[config.mk]
export PLATFORM = sky130hd
export DESIGN_NAME = in_port_buffer
export DESIGN_NICKNAME = d
export VERILOG_FILES = /design/src/rtl/in_port_buffer.sv
export SDC_FILE = /design/constraint.sdc
export NUM_CORES = 1
export LEC_CHECK = 0
export BUFFER_PORTS_ARGS = -buffer_cell sky130_fd_sc_hd__clkbuf_2
export CAP_MARGIN = 40
export CORE_AREA = 5 5 78 80
export DETAILED_ROUTE_END_ITERATION = 10
export DIE_AREA = 0 0 83 85
export PLACE_DENSITY = 0.59
export SYNTH_ARGS = -nofsm -noshare
export SYNTH_HDL_FRONTEND = slang
export SYNTH_SLANG_ARGS = --single-unit
[constraint.sdc]
create_clock -name clk -period 1.9 [get_ports clk]
set_input_delay 0.19 -clock clk [delete_from_list [all_inputs] [get_ports clk]]
set_output_delay 0.19 -clock clk [all_outputs]
set_load 0.1 [all_outputs]
[src/rtl/in_port_buffer.sv]
// Input-port front end: valid/ready byte FIFO feeding the write-back mux with a one-cycle ie strobe.
// Optional IN_PORT_BYPASS_EN: a byte arriving while WAIT sees an empty FIFO goes straight to data_in.
module in_port_buffer #(
    parameter int DEPTH = 4,
    parameter int WIDTH = 8
) (
    input  logic                   clk,
    input  logic                   rst_n,
    input  logic [WIDTH-1:0]       ext_data,
    input  logic                   ext_valid,
    output logic                   ext_ready,
    input  logic                   in_req,
    output logic                   in_busy,
    output logic [WIDTH-1:0]       data_in,
    output logic                   ie,
    output logic [$clog2(DEPTH):0] count
);

    localparam int AW = $clog2(DEPTH);

    typedef enum logic [1:0] {IDLE, WAIT, DELIVER} state_t;

    state_t           state;
    logic [WIDTH-1:0] mem [DEPTH];
    logic [AW:0]      wr_ptr;
    logic [AW:0]      rd_ptr;
    logic             empty;
    logic             full;
    logic             push;
    logic             push_fifo;
    logic             pop;
    logic             bypass;

    // Extra wrap bit separates full from empty when the indices coincide.
    assign empty     = (wr_ptr == rd_ptr);
    assign full      = (wr_ptr[AW-1:0] == rd_ptr[AW-1:0]) && (wr_ptr[AW] != rd_ptr[AW]);
    assign count     = wr_ptr - rd_ptr;
    assign ext_ready = ~full;
    assign push      = ext_valid & ext_ready;
    assign in_busy   = (state != IDLE);

`ifdef IN_PORT_BYPASS_EN
    assign bypass = (state == WAIT) && empty && push;
`else
    assign bypass = 1'b0;
`endif

    assign push_fifo = push & ~bypass;
    assign pop       = ~empty && (((state == IDLE) && in_req) || (state == WAIT));

    // NOTE: storage is deliberately not reset; cleared pointers already mark every entry invalid.
    always_ff @(posedge clk) begin
        if (push_fifo) mem[wr_ptr[AW-1:0]] <= ext_data;
    end

    always_ff @(posedge clk or negedge rst_n) begin
        if (!rst_n) begin
            wr_ptr <= '0;
            rd_ptr <= '0;
        end else begin
            if (push_fifo) wr_ptr <= wr_ptr + 1'b1;
            if (pop)       rd_ptr <= rd_ptr + 1'b1;
        end
    end

    // NOTE: ie defaults low every cycle, so it can only ever be a single-cycle strobe.
    always_ff @(posedge clk or negedge rst_n) begin
        if (!rst_n) begin
            state   <= IDLE;
            data_in <= '0;
            ie      <= 1'b0;
        end else begin
            ie <= 1'b0;
            case (state)
                IDLE: begin
                    if (in_req) begin
                        if (!empty) begin
                            data_in <= mem[rd_ptr[AW-1:0]];
                            ie      <= 1'b1;
                            state   <= DELIVER;
                        end else begin
                            state <= WAIT;
                        end
                    end
                end
                WAIT: begin
                    if (bypass) begin
                        data_in <= ext_data;
                        ie      <= 1'b1;
                        state   <= DELIVER;
                    end else if (!empty) begin
                        data_in <= mem[rd_ptr[AW-1:0]];
                        ie      <= 1'b1;
                        state   <= DELIVER;
                    end
                end
                DELIVER: state <= IDLE;
                default: state <= IDLE;
            endcase
        end
    end

endmodule

==> results.sh <==
export IMPL_die_w_um=83
export IMPL_gp_congestion=0.796
export IMPL_port_buffers=25
export IMPL_yosysWarnings=0
export IMPL_dp_hpwl_um=2310
export IMPL_drt_total_wl_um=3330
export IMPL_final_setup_tns_ns=0
export IMPL_synthFlopType="edfxtp_1"
export IMPL_ys_seq_area_share_pct=69.1
export IMPL_hold_viol=0
export IMPL_grt_use_total_pct=10.5
export IMPL_syn2layout_area_growth_pct=25.6
export IMPL_cts_tree="done"
export IMPL_crit_arrival_ns=1.66
export IMPL_grt_busiest_layer="met2"
export IMPL_grt_start_max_net_pins=18
export IMPL_clock_sinks=49
export IMPL_antenna_found_initial=0
export IMPL_start_kind="register"
export IMPL_drtPass1Iterations=4
export IMPL_drt_iter0_drc=47
export IMPL_drt_antenna_violating_nets=0
export IMPL_dieArea_um2=7060
export IMPL_synthesis_nets=125
export IMPL_setup_viol=0
export IMPL_ys_ff_latch=49
export IMPL_hold_path_class="in -> reg"
export IMPL_crit_type="reg -> out"
export IMPL_clkTransAtPathRegs_ns=0.09
export IMPL_synth_edf_count=32
export IMPL_synthesis_area_um2=2010
export IMPL_core_um2=5340
export IMPL_post_route_util_pct=47.2
export IMPL_final_max_slew_viol_count=0
export IMPL_drive_gt1_share_pct=47.3
export IMPL_ys_async_sr_fraction_pct=34.7
export IMPL_synth_most_common_cell="edfxtp_1"
export IMPL_cts_buffer_depth=2
export IMPL_grt_ovfl_total=0
export IMPL_htreeDepth=2
export IMPL_nets=167
export IMPL_clockRootBuffer="clkbuf_8"
export IMPL_synth_top_cell_area_share_pct=47.9
export IMPL_max_freq_ghz=0.540
export IMPL_viasPerCell=4.43
export IMPL_crit_path_end_kind="output port"
export IMPL_status="finished, final reports clean"
export IMPL_drv_max_cap_violation_count=0
export IMPL_period_needed_ns=1.85
export IMPL_avgRoutedWirePerCell_um=15.1
export IMPL_crit_fanout=3
export IMPL_drc=0
export IMPL_die_y_um=85
export IMPL_synth_area_leader_cell="edfxtp_1"
export IMPL_synth_common_cells="32 x edfxtp_1, 17 x dfrtp_1, 8 x inv_1, 8 x mux4_2"
export IMPL_met3_usage_pct=4.17
export IMPL_synthCells=105
export IMPL_first_global_vias=1105
export IMPL_num_antenna_cells=0
export IMPL_met1_usage_pct=12.5
export IMPL_start_util_pct=37.6
export IMPL_num_rows=27
export IMPL_fin_crit_sh_pct=97.5
export IMPL_worst_skew_pair_late_latency_ns=0.30
export IMPL_tightest_slew_ns=0.545
export IMPL_io_pins=26
export IMPL_vias=974
export IMPL_numCtsBuffers=5
export IMPL_ys_types=23
export IMPL_met2_usage_pct=17.4
export IMPL_synthTopCellsByArea="edfxtp_1 48%, dfrtp_1 21%, mux4_2 9.0%"
export IMPL_cp_required_ns=1.71
export IMPL_grt_first_pass_wirelength_um=5570
export IMPL_r2r_slack_ns=0.17
export IMPL_skew_ns=0.00748
export IMPL_relSlewSlack_pct=63.8
export IMPL_syn_avg_cell_area_um2=19.1
[worst max-delay path, stage by stage, from the launching register on]
cell and delay (ns):
dfrtp_1 0.37, inv_2 0.06, ha_2 0.19, fa_2 0.39, xor2_4 0.17, buf_12 0.19
[layout by cell type (no fill, tap or decap), drive strengths merged]
| cell type | count |
|---|---|
| a31oi | 2 |
| and2 | 3 |
| buf | 16 |
| clkbuf | 27 |
| clkinv | 1 |
| clkinvlp | 1 |
| dfrtp | 17 |
| dlygate4sd3 | 1 |
| edfxtp | 32 |
| fa | 1 |
| ha | 7 |
| inv | 8 |
| mux2 | 10 |
| mux4 | 8 |
| nand2 | 2 |
| nand3 | 1 |
| nor3b | 1 |
| o211ai | 1 |
| o21ai | 1 |
| o21ba | 1 |
| or2 | 1 |
| xnor2 | 3 |
| xor2 | 3 |
[repair_timing]
action,4_1_cts,5_1_grt
endpoints found under the hold margin,17,0
endpoints found under the setup margin,2,2
gates resized for setup,3,1
pin swaps,2,0
hold buffers,1,0
buffers inserted,1,2
[metrics by stage]
step	cells	cell area (µm²)	setup WS (ns)	hold slack [ns]
2_1_floorplan	105	2030	0.0000742	-0.106
5_1_grt	220	2520	-0.0160	0.0883
4_1_cts	218	2500	0.0255	0.0991
3_3_place_gp	208	2400	0.171	0.157
3_5_place_dp	208	2400	0.109	0.162
6_report	220	2520	0.0478	0.104
[layout make-up]
type                    count  area, µm²
well taps                  72       90.1
inverters                   8       30.0
repair buffers             38        335
clock inverters             2       11.3
multi-input cells          45        594
flip-flops and latches     49       1390
clock buffers               6       72.6
fillers                   490       2820
[registers in the layout, indices dropped and copies added (netlist names)]
name,count
ie,1
data_in,8
wr_ptr,3
state,2
rd_ptr,3
mem,32
[worst paths after layout]
kind | startpoint | cells past startpoint | end
worst max-delay path | wr_ptr[0] | 5 | count[2]
worst min-delay path | ext_data[4] | 1 | mem[2][4]
worst max register to register | wr_ptr[0] | 5 | mem[1][7]
worst min register to register | data_in[3] | 1 | data_in[3]
max in group asynchronous | rst_n | 2 | data_in[7]
min in group asynchronous | rst_n | 2 | data_in[6]
[cell families after synthesis]
kind of cell | after synthesis | share of synthesized area, %
DFF | 49 | 69.1
muxes | 18 | 15.9
buffers and inverters | 11 | 2.49
adders and majority gates | 8 | 5.36
and+or+nand+nor | 8 | 2.24
xor gates and xnor gates | 6 | 2.99
AOI/OAI and AO/OA | 5 | 1.93
[metal layers]
layer,part of all wire [%],vias up
li1,-,470
met1,42,480
met2,53,22
met3,4.5,2
met4,0.42,0
met5,0,-
Power is not shown: default switching activity piles up to over one toggle a cycle in this logic, so the estimate is an artifact.
